--- src/rtl/vending_customer.sv ---
// vending_customer: drives a coin-operated vending machine on behalf of a
// customer. It inserts coins largest-first until the wanted item shows as
// available, selects it, then collects the change before reporting done.
module vending_customer #(
  parameter int SETTLE_CYCLES  = 2,
  parameter int SELECT_TIMEOUT = 16,
  parameter int RET_IDLE       = 4
) (
  input  logic        clk,
  input  logic        reset_n,
  input  logic        i_start,
  input  logic [1:0]  i_item,
  input  logic [3:0]  i_wallet_100,
  input  logic [3:0]  i_wallet_500,
  input  logic [3:0]  i_wallet_1000,
  input  logic [3:0]  o_available_item,
  input  logic [3:0]  o_output_item,
  input  logic [2:0]  o_return_coin,
  output logic [2:0]  i_input_coin,
  output logic [3:0]  i_select_item,
  output logic        i_trigger_return,
  output logic        o_busy,
  output logic        o_done,
  output logic        o_fail,
  output logic [15:0] o_inserted,
  output logic [15:0] o_change
);

  localparam logic [2:0] IDLE   = 3'd0;
  localparam logic [2:0] CHECK  = 3'd1;
  localparam logic [2:0] INSERT = 3'd2;
  localparam logic [2:0] SETTLE = 3'd3;
  localparam logic [2:0] SELECT = 3'd4;
  localparam logic [2:0] RETURN = 3'd5;
  localparam logic [2:0] DONE   = 3'd6;

  // One shared cycle counter serves the settle, select-timeout and
  // return-idle phases; they never overlap.
  localparam int CW = 16;
  localparam logic [CW-1:0] SETTLE_LAST = CW'(SETTLE_CYCLES - 1);
  localparam logic [CW-1:0] SELECT_LAST = CW'(SELECT_TIMEOUT - 1);
  localparam logic [CW-1:0] RET_LAST    = CW'(RET_IDLE - 1);

  logic [2:0]    state;
  logic [1:0]    item_q;
  logic [3:0]    w100_q;
  logic [3:0]    w500_q;
  logic [3:0]    w1000_q;
  logic [CW-1:0] cnt;
  logic [15:0]   ret_value;
  logic [3:0]    sel_onehot;

  // Value of the change coins presented this cycle; several denominations
  // may arrive together and are summed.
  always_comb begin
    ret_value = 16'd0;
    if (o_return_coin[0]) ret_value = ret_value + 16'd100;
    if (o_return_coin[1]) ret_value = ret_value + 16'd500;
    if (o_return_coin[2]) ret_value = ret_value + 16'd1000;
    sel_onehot = 4'b0001 << item_q;
  end

  // Purchase sequencer; every machine-facing output is a register so the
  // coin, select and return strobes can never glitch into one another.
  always_ff @(posedge clk or negedge reset_n) begin
    if (!reset_n) begin
      state            <= IDLE;
      item_q           <= 2'd0;
      w100_q           <= 4'd0;
      w500_q           <= 4'd0;
      w1000_q          <= 4'd0;
      cnt              <= '0;
      i_input_coin     <= 3'b000;
      i_select_item    <= 4'b0000;
      i_trigger_return <= 1'b0;
      o_busy           <= 1'b0;
      o_done           <= 1'b0;
      o_fail           <= 1'b0;
      o_inserted       <= 16'd0;
      o_change         <= 16'd0;
    end else begin
      o_done <= 1'b0;
      case (state)
        IDLE: begin
          if (i_start) begin
            item_q     <= i_item;
            w100_q     <= i_wallet_100;
            w500_q     <= i_wallet_500;
            w1000_q    <= i_wallet_1000;
            o_inserted <= 16'd0;
            o_change   <= 16'd0;
            o_fail     <= 1'b0;
            o_busy     <= 1'b1;
            state      <= CHECK;
          end
        end
        CHECK: begin
          if (o_available_item[item_q]) begin
            i_select_item <= sel_onehot;
            cnt           <= '0;
            state         <= SELECT;
          end else if (w1000_q != 4'd0) begin
            i_input_coin <= 3'b100;
            w1000_q      <= w1000_q - 4'd1;
            o_inserted   <= o_inserted + 16'd1000;
            state        <= INSERT;
          end else if (w500_q != 4'd0) begin
            i_input_coin <= 3'b010;
            w500_q       <= w500_q - 4'd1;
            o_inserted   <= o_inserted + 16'd500;
            state        <= INSERT;
          end else if (w100_q != 4'd0) begin
            i_input_coin <= 3'b001;
            w100_q       <= w100_q - 4'd1;
            o_inserted   <= o_inserted + 16'd100;
            state        <= INSERT;
          end else begin
            o_fail           <= 1'b1;
            i_trigger_return <= 1'b1;
            cnt              <= '0;
            state            <= RETURN;
          end
        end
        INSERT: begin
          i_input_coin <= 3'b000;
          cnt          <= '0;
          state        <= SETTLE;
        end
        SETTLE: begin
          if (cnt == SETTLE_LAST) state <= CHECK;
          else                    cnt   <= cnt + 1'b1;
        end
        SELECT: begin
          if (o_output_item[item_q]) begin
            i_select_item    <= 4'b0000;
            i_trigger_return <= 1'b1;
            cnt              <= '0;
            state            <= RETURN;
          end else if (cnt == SELECT_LAST) begin
            i_select_item    <= 4'b0000;
            i_trigger_return <= 1'b1;
            o_fail           <= 1'b1;
            cnt              <= '0;
            state            <= RETURN;
          end else begin
            cnt <= cnt + 1'b1;
          end
        end
        RETURN: begin
          o_change <= o_change + ret_value;
          if (o_return_coin != 3'b000) begin
            cnt <= '0;
          end else if (cnt == RET_LAST) begin
            i_trigger_return <= 1'b0;
            o_done           <= 1'b1;
            state            <= DONE;
          end else begin
            cnt <= cnt + 1'b1;
          end
        end
        DONE: begin
          o_busy <= 1'b0;
          state  <= IDLE;
        end
        default: state <= IDLE;
      endcase
    end
  end

endmodule

--- config.mk ---
export PLATFORM = sky130hd
export DESIGN_NAME = vending_customer
export DESIGN_NICKNAME = d
export VERILOG_FILES = /design/src/rtl/vending_customer.sv
export SDC_FILE = /design/constraint.sdc
export NUM_CORES = 1
export LEC_CHECK = 0
export CAP_MARGIN = 20
export CELL_PAD_IN_SITES_DETAIL_PLACEMENT = 1
export CELL_PAD_IN_SITES_GLOBAL_PLACEMENT = 2
export CORE_MARGIN = 2
export CORE_UTILIZATION = 33
export CTS_CLUSTER_SIZE = 28
export DETAILED_ROUTE_END_ITERATION = 8
export GPL_TIMING_DRIVEN = 0
export PLACE_DENSITY = 0.78
export SETUP_SLACK_MARGIN = 0.2
export SLEW_MARGIN = 15
export SYNTH_ARGS = -nofsm -noshare
export SYNTH_HDL_FRONTEND = slang
export SYNTH_SLANG_ARGS = --single-unit
--- constraint.sdc ---
create_clock -name clk -period 3.42 [get_ports clk]
set_input_delay 0.684 -clock clk [delete_from_list [all_inputs] [get_ports clk]]
set_output_delay 0.684 -clock clk [all_outputs]
set_load 0.01 [all_outputs]
# Word level (Yosys, flattened, before mapping)

Cells that the tools add are included.

Input port bits: 28
Logic and storage cells: 158
Register bits after elaboration: 76
Output and inout port bits: 43

Order comparisons: 1
Reduce and logical (&&, ||, !) cells: 26
Mux-type cells: 76
Eq/ne operators: 30
Add/subtract/negate cells: 10
Shift-type cells: 1

Operators by type and width:

| kind                     | count |
|---|---|
| $mux W16                 | 16 |
| $pmux W16 S5             | 1 |
| $pmux W16 S2             | 2 |
| $mux W4                  | 15 |
| $mux W3                  | 14 |
| $add A16 B10 Y16 const B | 2 |
| $add A16 B9 Y16 const B  | 2 |
| $pmux W4 S2              | 4 |
| $ne A2 B2 Y1 const B     | 15 |
| $pmux W3 S6              | 1 |
| $add A16 B1 Y16 const B  | 1 |
| $add A16 B16 Y16         | 1 |
| $add A16 B7 Y16 const B  | 1 |
| $eq A16 B1 Y1 const B    | 1 |
| $eq A16 B2 Y1 const B    | 1 |
| $eq A16 B4 Y1 const B    | 1 |
| $mux W1                  | 16 |
| $reduce_and A8 Y1        | 2 |
| $ne A3 B3 Y1 const B     | 5 |
| $reduce_and A6 Y1        | 2 |
| $reduce_bool A4 Y1       | 3 |
| $sub A4 B1 Y4 const B    | 3 |
| $reduce_and A5 Y1        | 2 |
| $reduce_bool A2 Y1       | 5 |
| 17 further kinds         | 28 |

# Longest topological paths before layout

Depth after elaboration: 7
Gate-level depth with buffers: 11
Depth with buffers taken out: 11

# Least setup slack after synthesis

No wires, ideal clock.

Path kind: input to register
Start point: in o_return_coin[0]
End point: reg o_change[15]
Path buffers: 0
Stages on the path: 10
Setup time: 79 ps
Path slack: 715 ps
Data required time: 3341 ps
Arrival time: 2626 ps
Cell sequence: inv_1 -> ha_1 -> mux2_2 -> ha_1 -> o21ai_0 -> o21ai_0 -> a21oi_1 -> o21a_1 -> nor3b_1 -> mux2i_1

Cells in the longest elaborated chain, start to end: 7

RTL lines:

| item                 | RTL line | RTL |
|---|---|---|
| from (decl)          | 18       | `input logic [2:0] o_return_coin,` |
| $mux W7 *            | 57       | `if (o_return_coin[0]) ret_value = ret_value + 16'd100;` |
| $add A16 B9 Y16      | 58       | `if (o_return_coin[1]) ret_value = ret_value + 16'd500;` |
| $mux W16 *           | 58       |  |
| $add A16 B10 Y16     | 59       | `if (o_return_coin[2]) ret_value = ret_value + 16'd1000;` |
| $mux W16 *           | 59       |  |
| $add A16 B16 Y16 *   | 150      | `o_change <= o_change + ret_value;` |
| $pmux W16 S2 *       | 83       | `case (state)` |
| to (signal assigned) | 150      |  |
| to (decl)            | 26       | `output logic [15:0] o_change` |

Every way passes the cells marked *; elsewhere a longest branch is shown, timed or not.
A chain may end at the register's enable or synchronous reset.

# Worst setup path after layout

Start point: in o_return_coin[0]
End point: reg o_change[8]

The elaborated chain is that of the path after synthesis.

==> results.md <==
- Yosys Warn Count: 0
- IO Port Bufs: 66
- Async S/R FF share, synth: 1.00
- Slowest cell on crit path: clkdlybuf4s50_1
- CP arrival: 3.35 ns
- Vias in the first global route: 4,509
- Num CTS Buffers: 9
- Wire per inst: 16.9 um
- Total Power: 5.07 mW
- Lkg Pwr: 2.49 nW
- Number of flops mapped to enable cells by yosys: 0
- Power density over the cells: 865 mW/mm^2
- Final wirelength: 13,400 um
- Area contributors post-synth: dfrtp_1 39%, ha_1 6.3%, o21ai_0 5.8%
- Final setup viols: 0
- CP required: 3.66 ns
- Die ar.: 0.0148 mm^2
- # diodes: 0
- Post-route DRC: 0
- Clock sinks: 72
- RSZ-0062 raised after global routing: true
- Post-route antenna net violation count: 0
- Final Hold Viols: 0
- Synth Flop Type: dfrtp_1
- Fill cells: 1,631
- Cell accounting for the most synthesized area: dfrtp_1
- Placer congestion estimate: 0.825
- Antenna violations before repair: 0
- Worst path max stage delay: 0.52 ns
- Post-Layout Inst Area: 0.00586 mm^2
- Worst setup margin: 0.312 ns
- Die X: 122 um
- Gr ovfl total: 0
- Total track usage: 0.191
- Worst-path clk slew: 0.06 ns
- Sequential fraction of the synthesis area: 0.393
- Yosys reg bits: 72
- Max Freq: 0.322 GHz
- Floorplan core area: 0.0137 mm^2
- # IOs: 71
- Area of the multi-input gates: 0.00261 mm^2
- Die Y: 122 um
- Share of cells above drive strength 1: 0.0899
- Synth top area share: 0.393
- Fin Setup TNS: 0 ns
- Worst-margin pin slew: 0.986 ns
- DP Area: 0.00550 mm^2
- Layout Nets: 659
- Cell breakdown of the critical path: clkdlybuf4s50_1 -> inv_1 -> ha_1 -> nand2_1 -> o21ai_0 -> ha_1 -> nor2b_1 -> o21ai_0 -> a21oi_2 -> buf_4 -> o21a_1 -> o21a_1 -> o31ai_1
- Hold_buf cts: 0
- Hold crit path type: primary input to asynchronous set/reset pin
- H-tree depth: 3
- Hold slack: 0.275 ns
- Register area: 0.00180 mm^2
- Final Cycle Share: 0.909
- Detailed-router iteration count before antenna repair: 4
- Post-route minimum period: 3.11 ns
- Peak supply drop: 0.304 mV
- Avg Cell Area, Syn: 8.74 um^2
- Skew final: 0.00639 ns
- Syn Inst Count: 524
- Top delay family on crit path: compound AO/OA/AOI/OAI gates
- Worst-skew pair later-pin latency: 0.34 ns
- Initial Utilization: 0.334
- Hpwl dp: 9900 um
- Post-Place Cells: 774
- CP bufs+invs: 3
- Outcome: completed
- Post-Place Worst Slack: -0.219 ns
- Max Buffers Root-to-Sink: 2
- Setup Crit Path Kind: primary input to flip-flop
- Worst-path maximum fanout: 4
- CTS tree: done
- Slew HR: 0.338
- Final Util: 0.427
- Via density: 5.38
- Final Non-Filler Cells: 792
- Cell Area, Synth: 0.00458 mm^2
- Max-capacitance violation count: 0
- Drt initial violations: 247
- Final-report max-slew violation count: 0
- Pin count of the biggest net entering global routing: 45
- CP Capture Type: flip-flop
- Row Count: 43
- Crit start category: primary input
- Global-route wire length before repair: 22,600 um
- Clk root buf: clkbuf_16
- Area grow syn2layout: 27.9%
- Post-synth cell types: 61
- Total number of vias: 4,260
Yosys cell counts (2+ instances only):
library cell / instances
or4_1: 3
nor2_1: 43
a2bb2oi_1: 6
a21o_1: 3
o31ai_1: 19
nand4_1: 5
a21oi_1: 31
mux2i_1: 6
nand2b_1: 11
xor2_1: 6
mux4_2: 2
clkbuf_1: 11
or2_2: 3
dfrtp_1: 72
o21ai_1: 10
buf_4: 4
o21ai_0: 53
nand2_1: 56
a211oi_1: 5
a22o_1: 3
inv_1: 22
a21boi_0: 4
nor3b_1: 6
and2_1: 2
buf_6: 2
nand3_1: 25
o21a_1: 5
nor2b_1: 4
o211ai_1: 4
a32o_1: 2
o41ai_1: 4
a31oi_1: 4
or3b_2: 2
ha_1: 23
nor4_1: 4
nor3_1: 13
buf_1: 2
xnor2_1: 6
and3_1: 10
a211o_1: 2
mux2_2: 3
buf_2: 4
power breakdown:
part	total (mW)	switching, mW	leakage [nW]	internal [mW]
clock network	0.971	0.369	0.150	0.603
registers	1.41	0.280	0.930	1.13
logic	2.69	1.55	1.41	1.14
total	5.07	2.20	2.49	2.87
layer usage:
layer	GRT usage	vias to the layer above	wire length, um
met4	0.0647	0	209
met2	0.309	56	6160
met3	0.0262	14	331
met1	0.264	2120	6700
met5	0	-	0
li1	-	2070	-
state kept, by name, indices dropped and copies added, names as in the netlist:
| name | count |
|---|---|
| w100_q | 4 |
| cnt | 16 |
| o_done | 1 |
| w1000_q | 4 |
| state | 3 |
| o_change | 14 |
| w500_q | 4 |
| o_inserted | 14 |
| i_select_item | 4 |
| item_q | 2 |
| o_busy | 1 |
| i_trigger_return | 1 |
| i_input_coin | 3 |
| o_fail | 1 |
cells in the final DEF, fill, tap and decap left out, drive strengths merged, types with 3 or more instances in the layout:
cell type / netlist / layout
o31ai: 19 / 19
a2bb2oi: 6 / 6
clkbuf: 11 / 24
a22o: 3 / 3
a21boi: 4 / 4
a31oi: 4 / 4
o41ai: 4 / 4
nand4: 5 / 5
mux2: 3 / 3
o211ai: 4 / 4
nor2: 43 / 43
or4: 4 / 4
nand2b: 11 / 11
a211oi: 6 / 6
a21oi: 31 / 31
dfrtp: 72 / 72
clkdlybuf4s50: 0 / 65
xnor2: 6 / 6
o21ai: 64 / 64
nor4: 4 / 4
conb: 1 / 4
mux2i: 6 / 6
nor3: 14 / 14
and3: 10 / 10
inv: 22 / 22
xor2: 6 / 6
nor2b: 4 / 4
nand2: 56 / 56
ha: 23 / 23
o21a: 5 / 5
nand3: 25 / 25
or2: 4 / 4
a21o: 3 / 3
buf: 13 / 17
nor3b: 7 / 7
worst paths after layout:
path,startpoint,to,slack [ns],depth (start not counted)
max,o_return_coin[0],o_change[8]$_DFFE_PN0P_,0.31,13
min,reset_n,o_change[8]$_DFFE_PN0P_,0.27,1
max reg2reg,w500_q[0]$_DFFE_PN0P_,o_inserted[14]$_DFFE_PN0P_,0.45,11
min reg2reg,o_change[15]$_DFFE_PN0P_,o_change[15]$_DFFE_PN0P_,0.49,1
max in group asynchronous,reset_n,o_inserted[8]$_DFFE_PN0P_,2.58,2
min in group clk,o_change[15]$_DFFE_PN0P_,o_change[15]$_DFFE_PN0P_,0.49,1
cells by family (layout without fill, tap and decap cells):
| family | after synthesis | count (layout) | share of synthesized area |
|---|---|---|---|
| muxes | 11 | 11 | 0.0303 |
| buffers and inverters | 46 | 131 | 0.0478 |
| DFF | 72 | 72 | 0.393 |
| other | 1 | 4 | 0.000818 |
| adders and majority gates | 24 | 24 | 0.0672 |
| AOI/OAI and AO/OA | 163 | 163 | 0.227 |
| xor gates and xnor gates | 12 | 12 | 0.0229 |
| and+or+nand+nor | 195 | 195 | 0.211 |
final cells by class:
class                           count  share of cell area
Multi-Input combinational cell    409               0.446
Timing Repair Buffer               69               0.120
Sequential cell                    72               0.307
Clock inverter                      3             0.00683
Clock buffer                       13              0.0444
Tap cell                          180              0.0384
Inverter                           22              0.0141
Buffer                             24              0.0235
repair_timing:
| item | in CTS | in global routing |
|---|---|---|
| resized for setup | 3 | 9 |
| setup endpoints to repair | 4 | 23 |
| hold endpoints to repair | 0 | 0 |
| pin swaps | 0 | 4 |
| buffers inserted | 0 | 2 |
No activity file was read; power rests on OpenSTA's default activity.
